===== src/rtl/fila_ctrl.sv =====
// Brings deserializer words into the clk_10KHz domain through a 4-phase ready/ack
// handshake, arbitrates enqueue vs dequeue strobes to fila and tracks its occupancy.
module fila_ctrl #(
  parameter  int WIDTH       = 8,
  parameter  int DEPTH       = 8,
  parameter  int SYNC_STAGES = 2,
  localparam int LW          = $clog2(DEPTH + 1)
) (
  input  logic             clk_10KHz,
  input  logic             reset,
  input  logic             data_ready,
  input  logic [WIDTH-1:0] data_in,
  input  logic             dequeue_in,
  output logic             ack_out,
  output logic             enqueue_out,
  output logic             dequeue_out,
  output logic [WIDTH-1:0] data_out,
  output logic [LW-1:0]    len_out,
  output logic             full_out,
  output logic             empty_out,
  output logic             underflow_err
);

  typedef enum logic [1:0] {IDLE, REQ, ACK} state_t;

  state_t                 state, state_n;
  logic [SYNC_STAGES-1:0] rdy_sync, deq_sync;
  logic                   rdy_s, deq_s, deq_s_q, deq_rise;
  logic                   deq_pend, last_deq;
  logic                   enq_ok, deq_ok, grant_enq, grant_deq, drop, latch;

  assign rdy_s     = rdy_sync[SYNC_STAGES-1];
  assign deq_s     = deq_sync[SYNC_STAGES-1];
  assign deq_rise  = deq_s & ~deq_s_q;
  assign full_out  = (len_out == LW'(DEPTH));
  assign empty_out = (len_out == '0);

  always_comb begin
    enq_ok    = (state == REQ) && (len_out < LW'(DEPTH));
    deq_ok    = deq_pend && (len_out != '0);
    // Round robin on contention: last_deq=1 after reset hands the first tie to enqueue
    grant_enq = enq_ok && (!deq_ok || last_deq);
    grant_deq = deq_ok && !grant_enq;
    drop      = deq_pend && (len_out == '0) && (state != REQ);
    state_n   = state;
    latch     = 1'b0;
    case (state)
      IDLE: if (rdy_s && !full_out) begin
        state_n = REQ;
        latch   = 1'b1;
      end
      REQ:  if (grant_enq) state_n = ACK;
      ACK:  if (!rdy_s) state_n = IDLE;
      default: state_n = IDLE;
    endcase
  end

  always_ff @(posedge clk_10KHz or negedge reset) begin
    if (!reset) begin
      rdy_sync      <= '0;
      deq_sync      <= '0;
      deq_s_q       <= 1'b0;
      state         <= IDLE;
      data_out      <= '0;
      ack_out       <= 1'b0;
      enqueue_out   <= 1'b0;
      dequeue_out   <= 1'b0;
      len_out       <= '0;
      deq_pend      <= 1'b0;
      last_deq      <= 1'b1;
      underflow_err <= 1'b0;
    end else begin
      rdy_sync    <= {rdy_sync[SYNC_STAGES-2:0], data_ready};
      deq_sync    <= {deq_sync[SYNC_STAGES-2:0], dequeue_in};
      deq_s_q     <= deq_s;
      state       <= state_n;
      if (latch) data_out <= data_in;
      ack_out     <= (state_n == ACK);
      enqueue_out <= grant_enq;
      dequeue_out <= grant_deq;
      if (grant_enq)      len_out <= len_out + LW'(1);
      else if (grant_deq) len_out <= len_out - LW'(1);
      if (grant_enq || grant_deq) last_deq <= grant_deq;
      // A rise while a request is already pending folds into it
      deq_pend    <= (deq_pend && !grant_deq && !drop) || (deq_rise && !deq_pend);
      if (drop) underflow_err <= 1'b1;
    end
  end

endmodule

===== config.mk =====
export PLATFORM = sky130hd
export DESIGN_NAME = fila_ctrl
export DESIGN_NICKNAME = d
export VERILOG_FILES = /design/src/rtl/fila_ctrl.sv
export SDC_FILE = /design/constraint.sdc
export NUM_CORES = 1
export LEC_CHECK = 0
export BUFFER_PORTS_ARGS = -buffer_cell sky130_fd_sc_hd__buf_4
export CAP_MARGIN = 10
export CORE_AREA = 2 2 50 52
export DETAILED_ROUTE_END_ITERATION = 8
export DIE_AREA = 0 0 52 54
export GPL_TIMING_DRIVEN = 0
export PLACE_DENSITY_LB_ADDON = 0.08
export SLEW_MARGIN = 10
export SYNTH_ARGS = -nofsm -noshare
export SYNTH_HDL_FRONTEND = slang
export SYNTH_SLANG_ARGS = --single-unit

===== constraint.sdc =====
create_clock -name clk_10KHz -period 2.9 [get_ports clk_10KHz]
set_input_delay 0.58 -clock clk_10KHz [delete_from_list [all_inputs] [get_ports clk_10KHz]]
set_output_delay 0.58 -clock clk_10KHz [all_outputs]
set_load 0.01 [all_outputs]

==> flow_summary.yaml, run 1 <==
outcome:
  status: "finished clean"
power:
  p_clk_share_pct: 10.6
  vdd_drop_max_mv: 0.547
  power_frac_seq_pct: 43.5
  cellLeakagePower_nw: 0.665
  p_sw_share_pct: 35.9
  power_frac_comb_pct: 46.0
  p_switching_uw: 514
  power_density_mw_per_mm2: 1070
  p_int_uw: 920
yosys:
  synth_top_cell_area_share_pct: 57.4
  synth_fp_nets: 89
  yosysUniqueCellTypes: 28
  synth-compound-area-share_pct: 9.93
  synth_common_cells: "dfrtp_1 (24), mux2_4 (8), a21oi_1 (5), nand2_1 (5), o21ai_0 (4)"
  syn_area_per_cell_um2: 14.1
  ys_seq_area_share_pct: 59.9
  ys_ff_latch: 25
  synth-simple-area-share_pct: 7.54
  netlist_top_cells_area: "dfrtp_1 (57%), mux2_4 (11%), dfstp_2 (2.5%)"
  synthArstFlopShare_pct: 100
  synth_top_area_cell: "dfrtp_1"
  synth_edf_count: 0
  synth_ff_type: "dfrtp_1"
  synth_mux_area_share_pct: 14.5
  synth_cells: 74
  syn_area_mm2: 0.00105
  synth-adder-area-share_pct: 4.31
  yosysMostFrequentCell: "dfrtp_1"
  synth_top_family_by_area: "multiplexers"
  ys_warn_count: 0
  synth_xor_xnor_area_share_pct: 1.67
run:
  cap_violations: 0
timing:
  rsz0062_at_grt: "false"
  fin_crit_ps: 2590
  hold_viol_final: 0
  fin_skew_ps: 0.705
  slew_headroom_pct: 67.0
  whs_ps: 140
  drv_slew: 0
  worst_pin_slew_ps: 491
  setup-tns-final_ps: 0
  clock.fmax_mhz: 387
  finalSetupViolCount: 0
  finalCritPeriodShare_pct: 89.2
clocking:
  clock_sinks: 25
  cts_tree: "yes"
  postCtsSetupBuffers: 0
  htree_levels: 1
  cts_hold_buf: 0
  cts-root-buf: "clkbuf_4"
  clk_pin_slew_ps: 120
  worstSkewPairLatency_ps: 310
  clk_path_buf_depth: 2
  numCtsBuffers: 3
setup_path:
  crit_buf_inv: 0
  regToRegSetupSlack_ps: 310
  critPathMaxFanout: 9
  cp_top_family: "compound AO/OA/AOI/OAI gates"
  endpoint_kind: "flop"
  cpPeakStageDelay_ps: 550
  crit_slowest_cell: "o41ai_4"
  critPathRequiredTime_ps: 3150
  cp-start-kind: "flop"
  cp_cell_sequence: "o41ai_4, o21ai_1, ha_1, a21o_1, a21oi_1, mux2i_1, a2bb2oi_1"
  r2r-end: "len_out[3]"
  cp.arrival_ps: 2830
  reg2reg_depth: 7
  r2r-start: "len_out[3]"
  crit_type: "flop to flop"
grt:
  grt-ovfl-total: 0
  grt_pass1_wl_um: 2810
  grt_usage_pct: 14.1
  antenna_found_initial: 0
  grt_max_degree: 26
  grt_pass1_vias: 638
route:
  dr_total_vias: 683
  viasPerCell: 4.99
  route.detailed.drc: 0
  ant_nets: 0
  drt-total-wl_um: 1730
  drt_iter0_drc: 2
  first_pass_iters: 2
  routedWlPerCell_um: 12.6
finish:
  diodes: 0
  drive_gt1_share_pct: 44.9
  layout.nets: 123
  n_fill_cell: 202
  syn2layout_area_growth_pct: 28.0
  fin_cells: 137
floorplan:
  num_rows: 18
  start_util_pct: 45.1
  io_pins: 30
  dieArea_mm2: 0.00281
  core_region_area_mm2: 0.00232
  die_w_um: 52
  die_h_um: 54
place:
  place_inst: 133
  gp_congestion: 0.708
  io_buffer_count: 29
  place_hpwl_um: 1260
worst_hold_path:
  hold_class: "input pin to async pin"
-- area by class of cell --
cell class	count	area, um2	share of cell area (%)
Timing Repair Buffer	29	218	16.3
Inverter	3	11.3	0.841
Sequential cell	25	627	46.8
Tap cell	30	37.5	2.80
Clock buffer	4	26.3	1.96
Multi-Input combinational cell	45	408	30.5
Buffer	1	11.3	0.841
-- flip-flops by register name (all words and copies together), names as in the netlist --
| register | flops |
|---|---|
| underflow_err | 1 |
| dequeue_out | 1 |
| deq_pend | 1 |
| last_deq | 1 |
| state | 2 |
| len_out | 4 |
| data_out | 8 |
| deq_sync | 2 |
| rdy_sync | 2 |
| enqueue_out | 1 |
| ack_out | 1 |
| deq_s_q | 1 |
-- metrics by stage --
stage	setup WS, ps	utilization (%)	instance area, um2	total power, mW
finish	314	57.7	1340	1.43
global route	90.4	57.7	1340	1.56
CTS	144	57.7	1340	1.46
detailed placement	13.2	56.1	1300	1.29
global placement	87.4	56.1	1300	1.27
floorplan	343	-	1050	1.03
-- placed cells by master, fill, tap and decap left out, types with 2 or more instances in the layout --
cell and instances:
o21ai_0 3, mux2_4 8, dfrtp_1 24, nand2_1 5, nor2_1 3, buf_4 29, ha_1 2, mux2i_1 2
inv_1 2, clkbuf_4 3, a21oi_1 5
-- worst reg2reg max path, cell delays in order, from the launching register on --
cell and delay (ps):
dfrtp_1 530, o41ai_4 550, o21ai_1 260, ha_1 340, a21o_1 170, a21oi_1 260, mux2i_1 240, a2bb2oi_1 170
-- power by group through the flow --
stage,combinational [mW],clock [mW],sequential (mW)
2_1_floorplan,0.375,0,0.651
3_3_place_gp,0.652,0,0.617
3_5_place_dp,0.664,0,0.623
4_1_cts,0.667,0.160,0.628
5_1_grt,0.732,0.177,0.650
6_report,0.660,0.151,0.623
-- cell families after synthesis --
kind of cell	count (synthesis)
AO/OA/AOI/OAI	15
AND/OR/NAND/NOR	14
multiplexers	11
adder cells (fa/ha/maj)	3
XOR/XNOR	2
buffers and inverters	4
flip-flops	25
-- worst max-delay path by stage --
stage	start	end	slack, ps	cells past startpoint
2_1_floorplan	len_out[3]	len_out[3]	340	7
5_1_grt	len_out[3]	len_out[3]	90	7
4_1_cts	len_out[3]	len_out[3]	140	7
3_5_place_dp	len_out[3]	len_out[3]	10	7
6_report	len_out[3]	len_out[3]	310	7
3_3_place_gp	len_out[3]	len_out[3]	90	7
-- routing by layer --
metal / part of all wire, % / wire length, um / GRT usage [%]
met5: 0 / 0 / 0
met4: 2.5 / 44 / 9.21
met3: 4.8 / 83 / 3.61
met2: 48 / 822 / 21.1
met1: 45 / 779 / 18.1
-- timing repair --
| item | 4_1_cts | 5_1_grt |
|---|---|---|
| endpoints found under the setup margin | 1 | 1 |
| resized for setup | 1 | 1 |
| pin swaps | 0 | 0 |
Power figures use the tool's default switching activity.
==> run 2, diff against run 1 <==
--- a/config.mk
+++ b/config.mk
@@ -5,6 +5,7 @@
 export SDC_FILE = /design/constraint.sdc
 export NUM_CORES = 1
 export LEC_CHECK = 0
+export ABC_AREA = 1
 export BUFFER_PORTS_ARGS = -buffer_cell sky130_fd_sc_hd__buf_4
 export CAP_MARGIN = 10
 export CORE_AREA = 2 2 50 52
==> run 2 against run 1 <==
Compared with the run above: setup slack better by 700 ps; maximum frequency rose by 37%; largest cell class unchanged; critical endpoint unchanged; first-iteration DRC count increased to 7.0 times the previous value; utilization increased by 0.38 points; non-clock buffer count unchanged.
==> flow_summary.yaml, run 2 <==
place:
  io_buffer_count: 29
  place_hpwl_um: 1340
  gp_congestion: 0.699
  post_dp_cell_area_mm2: 0.00132
finish:
  post-route-util_pct: 58.1
  n_fill_cell: 207
  final_cell_mix: "buf_4 (29), dfrtp_1 (24), nand2_1 (23), inv_1 (20), o21ai_1 (8)"
  syn2layout_area_growth_pct: 26.6
  multi_input_area_um2: 344
  layout.nets: 156
  diodes: 0
  drive_gt1_share_pct: 34.3
  largest_reg_flops: 8
  top_register: "data_out"
  area.sequential_um2: 627
  stdcell_area_mm2: 0.00135
  largestRegisters: "data_out: 8 flops, len_out: 4 flops"
  final_common_cell: "buf_4"
floorplan:
  start_util_pct: 45.9
  dieArea_mm2: 0.00281
  die_w_um: 52
  num_rows: 18
  die_h_um: 54
  io_pins: 30
  core_region_area_mm2: 0.00232
yosys:
  syn_area_per_cell_um2: 9.95
  syn_area_mm2: 0.00106
  synth_edf_count: 0
  synth_ff_type: "dfrtp_1"
  yosysMostFrequentCell: "dfrtp_1"
  ys_warn_count: 0
  synth_top_cell_area_share_pct: 56.4
  synth_top_area_cell: "dfrtp_1"
  ys_ff_latch: 25
  synthArstFlopShare_pct: 100
  ys_seq_area_share_pct: 58.9
  yosysUniqueCellTypes: 21
  synth_cells: 107
  synth_common_cells: "dfrtp_1 (24), nand2_1 (23), inv_1 (20)"
  netlist_top_cells_area: "dfrtp_1 (56%), nand2_1 (8.1%), inv_1 (7.1%)"
  synth_fp_nets: 122
grt:
  grt_pass1_wl_um: 3020
  antenna_found_initial: 0
  grt_max_degree: 26
  grt_pass1_vias: 714
  grt-ovfl-total: 0
  grt_usage_pct: 15.2
setup_path:
  endpoint_kind: "flop"
  cp_common_cell: "nand2_1"
  regToRegSetupSlack_ps: 1010
  crit_slowest_cell: "dfrtp_1"
  cp-start-kind: "flop"
  cp.arrival_ps: 2100
  crit_type: "flop to flop"
  cp_cell_sequence: "inv_2, nand2_1, nor2_1, nand2_2, ha_1, nand2_1, nand2_1, nor2_1, nand2_1, nand2_1, nand2_1"
  critPathRequiredTime_ps: 3120
  critPathMaxFanout: 8
  cpPeakStageDelay_ps: 410
worst_hold_path:
  hold_class: "input pin to async pin"
run:
  cap_violations: 0
route:
  ant_nets: 0
  routedWlPerCell_um: 10.3
  wl_met2_um: 904
  drt-total-wl_um: 1760
  routed.top_layer: "met4"
  route.detailed.drc: 0
  dr_total_vias: 773
  met1Wirelength_um: 750
  drt_iter0_drc: 14
  viasPerCell: 4.55
  route.met3.wl_um: 86
  first_pass_iters: 2
clocking:
  cts_tree: "yes"
  cts-root-buf: "clkbuf_4"
  cts_hold_buf: 0
  clk_pin_slew_ps: 140
  htree_levels: 1
  postCtsSetupBuffers: 0
  clock_sinks: 25
  cts_resized: 0
  worstSkewPairLatency_ps: 310
  numCtsBuffers: 3
  clk_path_buf_depth: 2
timing:
  fin_crit_ps: 1890
  setup-tns-final_ps: 0
  clock.fmax_mhz: 529
  finalSetupViolCount: 0
  rsz0062_at_grt: "false"
  worst_pin_slew_ps: 306
  whs_ps: 132
  slew_headroom_pct: 79.6
  finalCritPeriodShare_pct: 65.1
  fin_skew_ps: 2.17
  drv_slew: 0
  hold_viol_final: 0
power:
  cellLeakagePower_nw: 0.744
  power_density_mw_per_mm2: 1100
  vdd_drop_max_mv: 0.514
  total_power_mw: 1.49
outcome:
  status: "finished clean"
[run 2: power by group]
part / internal [mW] / switching (mW) / total [mW]
combinational: 0.338 / 0.398 / 0.735
sequential: 0.493 / 0.102 / 0.595
clock: 0.0516 / 0.105 / 0.157
[run 2: kinds of logic after synthesis]
| logic type | after synthesis | share of synthesized area [%] |
|---|---|---|
| and+or+nand+nor | 40 | 18.8 |
| adders and majority gates | 3 | 4.23 |
| DFF | 25 | 58.9 |
| AOI/OAI and AO/OA | 14 | 7.64 |
| xor gates and xnor gates | 2 | 1.65 |
| buffers and inverters | 23 | 8.81 |
[run 2: layout make-up]
class / instances / area share, %
Sequential cell: 25 / 46.5
Inverter: 22 / 6.13
Buffer: 1 / 0.836
Timing Repair Buffer: 29 / 16.2
Clock inverter: 1 / 0.371
Multi-Input combinational cell: 59 / 25.5
Tap cell: 30 / 2.79
Clock buffer: 3 / 1.67
[run 2: worst paths after layout]
check,startpoint,end,depth (start not counted)
max reg2reg,state[1],len_out[3],11
max,state[1],len_out[3],11
max in group asynchronous,reset,last_deq,1
min reg2reg,deq_sync[0],deq_sync[1],0
min,reset,len_out[1],1
min in group clk_10KHz,data_ready,rdy_sync[0],1
[run 2: metal layers]
| metal | track usage [%] | vias to the layer above |
|---|---|---|
| li1 | - | 391 |
| met1 | 18.0 | 361 |
| met2 | 25.9 | 19 |
| met3 | 3.33 | 2 |
| met4 | 7.89 | 0 |
| met5 | 0 | - |
[run 2: worst max-delay path, delay by kind of cell (launching register included)]
family        cells  cell delay (ps)
simple gates      9              930
buf+inv           1               80
flops             1              410
fa+ha+maj         1              360
[run 2: per-stage QoR]
step | setup WS, ps | std cells
after global routing | 833 | 170
after global placement | 1050 | 166
final | 1010 | 170
after detailed placement | 1020 | 166
after floorplan | 1170 | 107
after CTS | 995 | 170
==> run 3, diff against run 2 <==
==> constraint.sdc (replaced) <==
create_clock -name clk_10KHz -period 1.86 [get_ports clk_10KHz]
set_input_delay 0.372 -clock clk_10KHz [delete_from_list [all_inputs] [get_ports clk_10KHz]]
set_output_delay 0.372 -clock clk_10KHz [all_outputs]
set_load 0.01 [all_outputs]
==> run 3 against run 2 <==
Compared with the run above: global-route usage up 0.34 points; maximum frequency up 9.3%; total power grew 65%; flip-flop and latch count did not move; wire length up 7.7%; critical path depth unchanged; setup slack worse by 880 ps; clock skew hardly changed; critical endpoint unchanged; sequential share of layout area down 1.9 points; die area unchanged; via count grew 2.6%.
==> flow_summary.yaml, run 3 (same netlist as run 2, synthesis figures left out) <==
outcome:
  status: "finished clean"
route:
  wl_met2_um: 992
  route.detailed.drc: 0
  met1Wirelength_um: 801
  viasPerCell: 4.53
  routedWlPerCell_um: 10.8
  ant_nets: 0
  drt-total-wl_um: 1890
  route.met3.wl_um: 81
  drt_iter0_drc: 7
  dr_total_vias: 793
  first_pass_iters: 2
  routed.top_layer: "met4"
clocking:
  clock_sinks: 25
  cts_tree: "yes"
  clk_path_buf_depth: 2
  worstSkewPairLatency_ps: 310
  clk_pin_slew_ps: 130
  htree_levels: 1
  numCtsBuffers: 3
  cts-root-buf: "clkbuf_4"
worst_hold_path:
  hold_class: "input pin to flop"
finish:
  stdcell_area_mm2: 0.00142
  post-route-util_pct: 61.0
  largest_reg_flops: 8
  n_fill_cell: 202
  diodes: 0
  layout.nets: 161
  final_common_cell: "buf_4"
  syn2layout_area_growth_pct: 32.9
  largestRegisters: "data_out: 8 flops, len_out: 4 flops"
  fin_cells: 175
  drive_gt1_share_pct: 40.7
  final_cell_mix: "buf_4 (33), nand2_1 (22), inv_1 (20), dfrtp_1 (20), o21ai_1 (8)"
  top_register: "data_out"
power:
  cellLeakagePower_nw: 0.767
  power_density_mw_per_mm2: 1740
  vdd_drop_max_mv: 0.872
place:
  post_dp_cell_area_mm2: 0.00132
  place_inst: 166
  gp_congestion: 0.699
  place_hpwl_um: 1340
  io_buffer_count: 29
floorplan:
  start_util_pct: 45.9
  die_h_um: 54
  core_region_area_mm2: 0.00232
  io_pins: 30
  die_w_um: 52
  dieArea_mm2: 0.00281
  num_rows: 18
setup_path:
  cp-start-kind: "flop"
  crit_type: "flop to flop"
  critPathMaxFanout: 8
  crit_end: "len_out[3]"
  r2r-start: "len_out[1]"
  worstSetupStartpoint: "len_out[1]"
  critPathRequiredTime_ps: 2070
  reg2reg_depth: 11
  cp.arrival_ps: 1940
  endpoint_kind: "flop"
  regToRegSetupSlack_ps: 130
  r2r-end: "len_out[3]"
timing:
  finalCritPeriodShare_pct: 92.9
  drv_slew: 0
  slew_headroom_pct: 79.4
  clock.fmax_mhz: 579
  hold_viol_final: 0
  whs_ps: 153
  fin_crit_ps: 1730
  finalSetupViolCount: 0
  worst_pin_slew_ps: 309
  rsz0062_at_grt: "false"
  fin_skew_ps: 1.97
grt:
  grt_usage_pct: 15.5
  antenna_found_initial: 0
  grt_pass1_wl_um: 3110
  grt-ovfl-total: 0
  grt_max_degree: 26
  grt_pass1_vias: 742
run:
  cap_violations: 0
-- run 3: cell count changes in the layout (fill, tap and decap cells not counted) --
cell	before	now
buf_4	29	33
dfrtp_1	24	20
dfrtp_2	0	4
dlygate4sd3_1	0	1
ha_1	2	1
ha_4	0	1
nand2_1	23	22
nand2_4	0	1
nor2_1	6	5
nor2_2	1	2
-- run 3: power by group --
group          internal (mW)  switching [mW]
Clock                 0.0804           0.159
Combinational          0.612           0.686
Sequential             0.777           0.142
Total                   1.47           0.988
-- run 3: final cells by class --
type | instances | area, um2 | area share (%)
Tap cell | 30 | 37.5 | 2.65
Inverter | 22 | 82.6 | 5.84
Sequential cell | 25 | 632 | 44.7
Buffer | 1 | 11.3 | 0.796
Timing Repair Buffer | 34 | 258 | 18.2
Multi-Input combinational cell | 59 | 367 | 25.9
Clock buffer | 3 | 22.5 | 1.59
Clock inverter | 1 | 5.00 | 0.354
-- run 3: worst min-delay path by stage --
stage / from / endpoint / slack (ps) / depth (start not counted)
after floorplan: reset / ack_out / 80 / 0
after global placement: reset / len_out[1] / 290 / 1
after detailed placement: reset / len_out[1] / 290 / 1
after CTS: dequeue_in / deq_sync[0] / 130 / 1
after global routing: dequeue_in / deq_sync[0] / 120 / 1
final: dequeue_in / deq_sync[0] / 150 / 1
-- run 3: routing by layer --
metal	global-route usage (%)	vias to the layer above
li1	-	400
met1	18.1	372
met2	27.0	19
met3	3.33	2
met4	7.89	0
met5	0	-
-- run 3: per-stage QoR --
stage | power (mW) | worst slack [ps] | setup TNS [ps]
floorplan | 1.67 | 131 | 0
global placement | 2.08 | 7.21 | 0
detailed placement | 2.11 | -22.0 | -22.0
CTS | 2.40 | 8.25 | 0
global route | 2.70 | 4.30 | 0
finish | 2.46 | 132 | 0
-- run 3: timing repair --
| item | CTS | global route |
|---|---|---|
| setup buffers | 1 | 3 |
| setup endpoints to repair | 1 | 2 |
| gates cloned | 0 | 0 |
| hold buffers | 1 | 0 |
| hold endpoints to repair | 24 | 0 |
| gates resized for setup | 5 | 3 |
-- run 3: worst max-delay path, stage by stage (launching register included) --
cell	delay (ps)
dfrtp_2	440
nor2_2	160
nand2_2	110
nand3_2	100
nand2_4	110
ha_1	290
nand2_1	70
nor2_1	40
nor2_1	120
nand2_1	70
nand2_1	70
nand2_1	50
